File: config.mk
export PLATFORM = sky130hd
export DESIGN_NAME = ground_collision
export DESIGN_NICKNAME = d
export VERILOG_FILES = /design/src/rtl/ground_pkg.sv /design/src/rtl/ground_col_lookup.sv /design/src/rtl/ground_collision.sv
export SDC_FILE = /design/constraint.sdc
export NUM_CORES = 1
export LEC_CHECK = 0
export ABC_AREA = 1
export CAP_MARGIN = 20
export CORE_MARGIN = 5
export CORE_UTILIZATION = 52
export DETAILED_ROUTE_END_ITERATION = 6
export HOLD_SLACK_MARGIN = 0.05
export PLACE_DENSITY_LB_ADDON = 0.1
export SETUP_SLACK_MARGIN = 0.5
export SLEW_MARGIN = 20
export SYNTH_ARGS = -nofsm -noshare
export SYNTH_HDL_FRONTEND = slang
export SYNTH_SLANG_ARGS = --single-unit
File: constraint.sdc
create_clock -name clock -period 5.38 [get_ports clock]
set_input_delay 0.807 -clock clock [delete_from_list [all_inputs] [get_ports clock]]
set_output_delay 0.807 -clock clock [all_outputs]
set_load 0.02 [all_outputs]
File: src/rtl/ground_pkg.sv
// ---------------------------------------------------------------------------
// ground_pkg
// Constants and types shared by the ground generator and its consumers.
//   STATE_W     : width of the ground state vector (1 = lava, 0 = ground)
//   VIS_OFFSET  : index of the first visible state bit
//   SCREEN_W    : visible width in pixels
//   GROUND_Y    : first ground row; feet on GROUND_Y-1 means grounded
//   PLAYER_W    : player footprint width in columns
//   LAVA_THRESH : lava columns under a grounded player that kill it
// ---------------------------------------------------------------------------
package ground_pkg;

   localparam int STATE_W     = 440;
   localparam int VIS_OFFSET  = 80;
   localparam int SCREEN_W    = 360;
   localparam int GROUND_Y    = 160;
   localparam int PLAYER_W    = 16;
   localparam int LAVA_THRESH = 8;

   // Ground colour codes (3-bit RGB) used by the renderer side.
   localparam logic [2:0] COLOUR_GROUND = 3'b010;
   localparam logic [2:0] COLOUR_LAVA   = 3'b100;
   localparam logic [2:0] COLOUR_SKY    = 3'b001;

   typedef enum logic [1:0] {
      ST_IDLE   = 2'd0,
      ST_SCAN   = 2'd1,
      ST_DECIDE = 2'd2
   } gc_state_t;

   // Increment that sticks at all-ones instead of wrapping.
   function automatic logic [15:0] sat_inc16(input logic [15:0] value);
      logic [15:0] result;
      if (value == 16'hFFFF) begin
         result = value;
      end else begin
         result = value + 16'd1;
      end
      return result;
   endfunction

endpackage

File: src/rtl/ground_col_lookup.sv
// ---------------------------------------------------------------------------
// ground_col_lookup
// Maps a screen column to its lava bit in a ground snapshot.
//   snapshot : ground state vector (STATE_W bits)
//   column   : screen column, 10 bits so footprint sums never wrap
//   lava     : 1 when the column is lava; columns 0 and > SCREEN_W read
//              as ground and never index the vector
// ---------------------------------------------------------------------------
module ground_col_lookup
   import ground_pkg::*;
(
   input  logic [STATE_W-1:0] snapshot,
   input  logic [9:0]         column,
   output logic               lava
);

   logic [8:0] index_s;

   // Column X sits at bit VIS_OFFSET + SCREEN_W - X, i.e. STATE_W - X.
   assign index_s = 9'(10'(VIS_OFFSET + SCREEN_W) - column);

   // Range-guarded bit select.
   always_comb begin
      lava = 1'b0;
      if ((column == 10'd0) || (column > 10'(SCREEN_W))) begin
         lava = 1'b0;
      end else begin
         lava = snapshot[index_s];
      end
   end

endmodule

File: src/rtl/ground_collision.sv
// ---------------------------------------------------------------------------
// ground_collision
// Once per frame, snapshots the ground state and scans the PLAYER_W columns
// under the player's feet (one per clock), reports the lava count and keeps
// a sticky death flag plus a saturating survived-frame counter.
//   clock, resetn     : clock, asynchronous active-low reset
//   new_frame         : one-cycle strobe, starts a scan (ignored when busy)
//   state_in          : ground state vector, 1 = lava
//   player_x/player_y : leftmost footprint column / feet row
//   clear_death       : clears death, frames_survived and overrun
//   busy              : scan in progress
//   done              : one-cycle pulse, results valid
//   lava_count/on_lava: lava columns under footprint at last scan
//   death             : sticky death flag
//   overrun           : sticky, new_frame seen while busy
//   frames_survived   : completed scans without death, saturating
// ---------------------------------------------------------------------------
module ground_collision
   import ground_pkg::*;
(
   input  logic               clock,
   input  logic               resetn,
   input  logic               new_frame,
   input  logic [STATE_W-1:0] state_in,
   input  logic [8:0]         player_x,
   input  logic [7:0]         player_y,
   input  logic               clear_death,
   output logic               busy,
   output logic               done,
   output logic [4:0]         lava_count,
   output logic               on_lava,
   output logic               death,
   output logic               overrun,
   output logic [15:0]        frames_survived
);

   localparam logic [3:0] LAST_K     = 4'(PLAYER_W - 1);
   localparam logic [7:0] FEET_GND_Y = 8'(GROUND_Y - 1);
   localparam logic [4:0] THRESH     = 5'(LAVA_THRESH);

   gc_state_t          state_r;
   gc_state_t          state_nxt_s;
   logic [STATE_W-1:0] snap_r;
   logic [8:0]         px_r;
   logic [7:0]         py_r;
   logic [3:0]         k_r;
   logic [4:0]         acc_r;
   logic [9:0]         col_s;
   logic               col_lava_s;
   logic               start_s;
   logic               scan_s;
   logic               decide_s;
   logic               kill_s;

   // Column under test, widened so player_x + k cannot wrap.
   assign col_s = {1'b0, px_r} + {6'd0, k_r};

   ground_col_lookup u_lookup (
      .snapshot (snap_r),
      .column   (col_s),
      .lava     (col_lava_s)
   );

   // FSM state register.
   always_ff @(posedge clock or negedge resetn) begin
      if (!resetn) begin
         state_r <= ST_IDLE;
      end else begin
         state_r <= state_nxt_s;
      end
   end

   // FSM next-state and per-state control strobes.
   always_comb begin
      state_nxt_s = state_r;
      start_s     = 1'b0;
      scan_s      = 1'b0;
      decide_s    = 1'b0;
      case (state_r)
         ST_IDLE: begin
            if (new_frame) begin
               start_s     = 1'b1;
               state_nxt_s = ST_SCAN;
            end else begin
               state_nxt_s = ST_IDLE;
            end
         end
         ST_SCAN: begin
            scan_s = 1'b1;
            if (k_r == LAST_K) begin
               state_nxt_s = ST_DECIDE;
            end else begin
               state_nxt_s = ST_SCAN;
            end
         end
         ST_DECIDE: begin
            decide_s    = 1'b1;
            state_nxt_s = ST_IDLE;
         end
         default: begin
            state_nxt_s = ST_IDLE;
         end
      endcase
   end

   // Death only for a grounded player over at least THRESH lava columns.
   assign kill_s = decide_s && (py_r >= FEET_GND_Y) && (acc_r >= THRESH);

   // Snapshot, column counter and lava accumulator.
   always_ff @(posedge clock or negedge resetn) begin
      if (!resetn) begin
         snap_r <= '0;
         px_r   <= 9'd0;
         py_r   <= 8'd0;
         k_r    <= 4'd0;
         acc_r  <= 5'd0;
      end else if (start_s) begin
         snap_r <= state_in;
         px_r   <= player_x;
         py_r   <= player_y;
         k_r    <= 4'd0;
         acc_r  <= 5'd0;
      end else if (scan_s) begin
         k_r    <= k_r + 4'd1;
         acc_r  <= acc_r + {4'd0, col_lava_s};
      end
   end

   // Scan status and per-scan results.
   always_ff @(posedge clock or negedge resetn) begin
      if (!resetn) begin
         busy       <= 1'b0;
         done       <= 1'b0;
         lava_count <= 5'd0;
         on_lava    <= 1'b0;
      end else begin
         done <= decide_s;
         if (start_s) begin
            busy <= 1'b1;
         end else if (decide_s) begin
            busy       <= 1'b0;
            lava_count <= acc_r;
            on_lava    <= (acc_r != 5'd0);
         end
      end
   end

   // Sticky flags and survival counter; a death set beats clear_death.
   always_ff @(posedge clock or negedge resetn) begin
      if (!resetn) begin
         death           <= 1'b0;
         overrun         <= 1'b0;
         frames_survived <= 16'd0;
      end else begin
         if (kill_s) begin
            death <= 1'b1;
         end else if (clear_death) begin
            death <= 1'b0;
         end

         if (new_frame && busy) begin
            overrun <= 1'b1;
         end else if (clear_death) begin
            overrun <= 1'b0;
         end

         if (clear_death) begin
            frames_survived <= 16'd0;
         end else if (decide_s && !kill_s && !death) begin
            frames_survived <= sat_inc16(frames_survived);
         end
      end
   end

endmodule

==> results of run 1 <==
## state kept, by name, summed over array words and instances, names as in the netlist
name / count
done: 1
busy: 1
k_r: 4
state_r: 2
death: 1
snap_r: 440
px_r: 9
on_lava: 1
overrun: 1
acc_r: 5
lava_count: 5
py_r: 8
frames_survived: 16
## worst max path at each step
stage | start | to | slack [ps]
after floorplan | k_r[0] | acc_r[4] | 1660
after global placement | k_r[0] | acc_r[4] | 990
after detailed placement | k_r[0] | acc_r[4] | 920
after CTS | k_r[0] | acc_r[4] | 890
after global routing | k_r[0] | acc_r[4] | 550
final | k_r[0] | acc_r[4] | 840
## through the flow
stage	cells	setup WS (ps)	hold slack (ps)
after floorplan	3373	1660	437
after detailed placement	4283	916	453
final	4387	837	225
after CTS	4382	890	240
after global placement	4283	990	450
after global routing	4387	553	304
## worst max-delay path: stages, from the launching register on
cell and delay (ps):
dfrtp_1 450, ha_4 210, fa_1 510, inv_1 80
ha_4 240, inv_4 530, buf_4 350, nand3_1 120
nand2_1 80, nand2_1 50, nand2_1 110, nand2_1 50
nand2_1 100, nand2_1 50, nand3_1 110, nand3_1 100
nand3_1 150, nand2_1 70, nor2_1 180, nor2_1 100
ha_1 220, ha_1 220, nand4_1 100, o21ai_0 80
o21ai_0 80, inv_1 50
## per-layer routing
| metal | wire, um | share of wire, % |
|---|---|---|
| met1 | 31900 | 40 |
| met2 | 37600 | 48 |
| met3 | 5900 | 7.5 |
| met4 | 3540 | 4.5 |
| met5 | 0 | 0 |
## cells in the mapped netlist
library cell	n	area, sq um
nand2_1	2135	8010
dfrtp_1	494	12400
nand3_1	293	1470
clkbuf_1	112	420
inv_1	55	206
buf_2	54	270
nor2_1	47	176
o21ai_0	44	220
a21oi_1	19	95.1
buf_4	14	105
buf_1	13	48.8
nand4_1	10	62.6
ha_1	9	113
inv_2	8	30.0
nor3_1	8	40.0
nand2_2	7	43.8
o31ai_1	5	37.5
xor2_1	5	43.8
nand2_4	4	45.0
nor4_1	4	25.0
xnor2_1	4	35.0
buf_6	3	33.8
o211ai_1	3	22.5
o21ai_1	3	15.0
a22oi_1	2	15.0
nand3_2	2	20.0
nor2_2	2	12.5
nor2_4	2	22.5
a21boi_1	1	7.51
a22o_1	1	8.76
a31oi_1	1	6.26
fa_1	1	20.0
nand3_4	1	17.5
nor2_8	1	20.0
nor3_2	1	10.0
nor3b_1	1	7.51
nor4b_1	1	8.76
o311ai_0	1	8.76
or2_1	1	6.26
xor2_2	1	16.3
## layout make-up
class | count | share of cell area, %
multi-input combinational | 2620 | 34.2
sequential | 494 | 39.6
tap | 607 | 2.43
inverter | 63 | 0.805
clock buffer | 69 | 4.80
timing repair buffer | 502 | 16.6
clock inverter | 30 | 1.54
antenna | 2 | 0.0160
## logic make-up after synthesis
| logic type | synth area share (%) |
|---|---|
| compound gates | 1.81 |
| xor+xnor | 0.394 |
| fa+ha+maj | 0.549 |
| buf+inv | 4.62 |
| flops | 51.2 |
| simple gates | 41.4 |
==> impl_metrics.json, run 1 <==
{
  "outcome": "finished, violations left",
  "violations": "DRC",
  "multi_input_area_sq_um": 10700,
  "max_cap_violations": 0,
  "cp-start-kind": "flip-flop",
  "antenna_found_initial": 2,
  "seq_area_frac_synth_pct": 51.2,
  "worst_ep_arrival_time_ps": 5020,
  "grtUsageMet2_pct": 48.5,
  "critPathCaptureType": "flip-flop",
  "grt_max_degree": 279,
  "crit_fanout": 50,
  "fin_util_pct": 67.5,
  "clk_latency_ps": 600,
  "reg2reg_slack_ps": 840,
  "period_minus_slack_ps": 4540,
  "yosys_warnings": 0,
  "syn_area_sq_um": 24100,
  "grt_util_all_layers_pct": 30.2,
  "cts_sinks": 494,
  "synth_cell_types": 40,
  "ys_ff_latch": 494,
  "via_per_inst": 5.36,
  "wl_per_cell_um": 18.0,
  "slew_viol_final": 0,
  "postCtsHoldBufs": 0,
  "drtPass1Iterations": 7,
  "placed_cell_area_sq_um": 29200,
  "reg2reg_from": "k_r[0]",
  "pin_count": 487,
  "crit_type": "reg -> reg",
  "first_global_vias": 23166,
  "cts_setup_buffers": 0,
  "synthToLayoutAreaGrowth_pct": 29.4,
  "die_area_sq_um": 50800,
  "finalHoldViolCount": 0,
  "r2r_cells": 25,
  "coreArea_sq_um": 46300,
  "r2r_end": "acc_r[4]",
  "rsz0062_at_grt": "no",
  "gp_congestion": 0.884,
  "max_freq_ghz": 0.220,
  "initial_utilization_pct": 52.2,
  "use_met1_pct": 40.9,
  "worstMarginPinSlew_ps": 1090,
  "cts_root_buf": "clkbuf_16",
  "hold_path.class": "in -> async",
  "portBuffers": 486,
  "tns_ps": 0,
  "setup_violations": 0,
  "final_layout_size_suffix_gt1_share_pct": 3.76,
  "h-tree-depth": 2,
  "routed_wl_um": 79000,
  "syn_area_per_cell_sq_um": 7.16,
  "nets": 4205,
  "grt_pass1_wl_um": 123000,
  "drc": 2,
  "gr-total-overflow": 0,
  "finalInstanceArea_sq_um": 31200,
  "cts_tree": "yes",
  "clk_pin_slew_ps": 60,
  "place_hpwl_um": 52300,
  "synth_fp_nets": 3844,
  "die_y_um": 225,
  "n_fill_cell": 3896,
  "clock_tree.buffer_depth": 3,
  "drt_iter0_markers": 2449,
  "finClkSkew_ps": 20.3,
  "grt-busiest-layer": "met2",
  "maxSlewHeadroom_pct": 26.9,
  "ant_nets": 0,
  "grt_util_met3_pct": 4.90,
  "timing.final.crit_share_pct": 84.4,
  "std_cell_rows": 79,
  "cp.required_ps": 5850,
  "vias": 23504,
  "regArea_sq_um": 12400,
  "final_common_cell": "nand2_1",
  "cts_resized": 0,
  "mostFrequentLayoutCells": "2135 x nand2_1, 494 x dfrtp_1, 485 x clkdlybuf4s50_1, 293 x nand3_1, 55 x inv_1",
  "syn_inst": 3373,
  "die_w_um": 225,
  "cts_buffers": 53
}
Power of run 1 is left out: the tool's default activity adds up to more than one toggle a clock period on the data nets, which glitch-free logic cannot reach.
==> run 2: changes to the inputs <==
- clock period: 5.38 -> 4.45 ns (I/O delays scaled with it)
==> run 2 against run 1 <==
Sequential share of layout area decreased by 0.87 points. Maximum frequency increased by 16%. Wire length increased by 3.8%. First-iteration DRC count increased by 4.2%. Highest routed layer unchanged. Worst setup slack got worse by 320 ps. Cell count increased by 0.80%. Design area increased by 2.3%. Clock-buffer cell count increased by 5. Hold slack got worse by 170 ps. Clock skew decreased by 2.6 ps. The flow now finishes without violations. Die area unchanged.
==> impl_metrics.json, run 2 (synthesis results as in run 1) <==
{
  "outcome": "finished clean",
  "final_cells": 4422,
  "finalHoldViolCount": 0,
  "std_cell_rows": 79,
  "path_common_cell": "nand2_1",
  "max_cap_violations": 0,
  "cts_sinks": 494,
  "synthToLayoutAreaGrowth_pct": 32.3,
  "antenna_found_initial": 0,
  "clk_latency_ps": 590,
  "drtPass1Iterations": 6,
  "gp_congestion": 0.889,
  "top_register": "snap_r",
  "vias": 23540,
  "first_global_vias": 22863,
  "period_minus_slack_ps": 3930,
  "mostFrequentLayoutCells": "2114 x nand2_1, 493 x dfrtp_1, 485 x clkdlybuf4s50_1, 264 x nand3_1, 62 x clkbuf_16",
  "cts_buffers": 51,
  "final_common_cell": "nand2_1",
  "largestRegisters": "snap_r: 440 flops, frames_survived: 16 flops, px_r: 9 flops",
  "hold_path.class": "in -> async",
  "tns_ps": 0,
  "critPathMaxStageDelay_ps": 560,
  "grt_util_all_layers_pct": 30.0,
  "portBuffers": 486,
  "place_hpwl_um": 53100,
  "crit_start": "k_r[0]",
  "cp-start-kind": "flip-flop",
  "clk_pin_slew_ps": 60,
  "finalInstanceArea_sq_um": 31900,
  "rsz0062_at_grt": "yes",
  "initial_utilization_pct": 52.2,
  "cts_root_buf": "clkbuf_16",
  "slowest_stage": "fa_1",
  "timing.final.crit_share_pct": 88.3,
  "pin_count": 487,
  "ant_nets": 0,
  "drc": 0,
  "clock_tree.buffer_depth": 3,
  "final_layout_size_suffix_gt1_share_pct": 6.32,
  "placed_cell_area_sq_um": 29300,
  "die_y_um": 225,
  "grt_max_degree": 224,
  "cp.required_ps": 4920,
  "gr-total-overflow": 0,
  "grt_pass1_wl_um": 122000,
  "drt_iter0_markers": 2551,
  "cp_num_buf_inv": 6,
  "finalWorstSetupSlack_ps": 521,
  "maxSlewHeadroom_pct": 24.9,
  "critPathTopFamily": "adder cells",
  "place.detailed.instances": 4293,
  "h-tree-depth": 2,
  "critPathCaptureType": "flip-flop",
  "postCtsHoldBufs": 0,
  "crit_fanout": 6,
  "cts_tree": "yes",
  "worst_ep_arrival_time_ps": 4400,
  "setup_violations": 0,
  "reg2reg_from": "k_r[0]",
  "max_freq_ghz": 0.255,
  "dpl_worst_slack_ps": 257,
  "wl_per_cell_um": 18.5,
  "multi_input_area_sq_um": 11000,
  "finClkSkew_ps": 17.7,
  "worstMarginPinSlew_ps": 1130,
  "die_area_sq_um": 50800,
  "routed_wl_um": 82000,
  "diodes": 0,
  "n_fill_cell": 3917,
  "nets": 4249,
  "coreArea_sq_um": 46300,
  "via_per_inst": 5.32,
  "largest_reg_flops": 440,
  "crit_type": "reg -> reg",
  "die_w_um": 225,
  "regArea_sq_um": 12400,
  "slew_viol_final": 0
}
## run 2: repair_timing
action,CTS,global route
setup endpoints to repair,4,4
cloned,2,18
pin swaps,0,41
setup buffers,0,19
gates resized for setup,17,98
## run 2: through the flow
| step | hold slack [ps] | utilization, % |
|---|---|---|
| global route | 98.0 | 69.0 |
| finish | 55.2 | 69.0 |
| CTS | 68.8 | 67.2 |
| global placement | 451 | 63.3 |
| detailed placement | 454 | 63.3 |
| floorplan | 372 | - |
## run 2: path summary, 6_finish.rpt
| kind | endpoint | slack, ps | depth (start not counted) |
|---|---|---|---|
| setup / recovery | acc_r[4] | 520 | 26 |
| hold / removal | frames_survived[3] | 60 | 1 |
| setup reg to reg | acc_r[4] | 520 | 26 |
| hold reg to reg | snap_r[167] | 470 | 2 |
| max in group asynchronous | snap_r[253] | 3190 | 2 |
| min in group clock | snap_r[167] | 470 | 2 |
## run 2: per-layer routing
metal	wire, um	vias up	global-route usage [%]	share of wire, %
met4	3190	0	11.3	3.9
met5	0	-	0	0
met1	33200	11205	40.6	40
met2	39500	938	49.0	48
met3	6170	181	4.94	7.5
li1	-	11216	-	-
## run 2: cell type report
cell class / count / share of cell area [%]
Clock buffer: 74 / 4.71
Clock inverter: 16 / 0.451
Inverter: 63 / 0.850
Multi-Input combinational cell: 2620 / 34.4
Sequential cell: 494 / 38.7
Tap cell: 607 / 2.38
Timing Repair Buffer: 548 / 18.5
## run 2: worst reg2reg max path, delay by kind of cell (launching register included)
family | cells | cell delay (ps)
buffers and inverters | 6 | 640
AND/OR/NAND/NOR | 14 | 1110
flip-flops | 1 | 440
AO/OA/AOI/OAI | 1 | 210
adder cells (fa/ha/maj) | 5 | 1420
Power of run 2 is left out for the same reason.
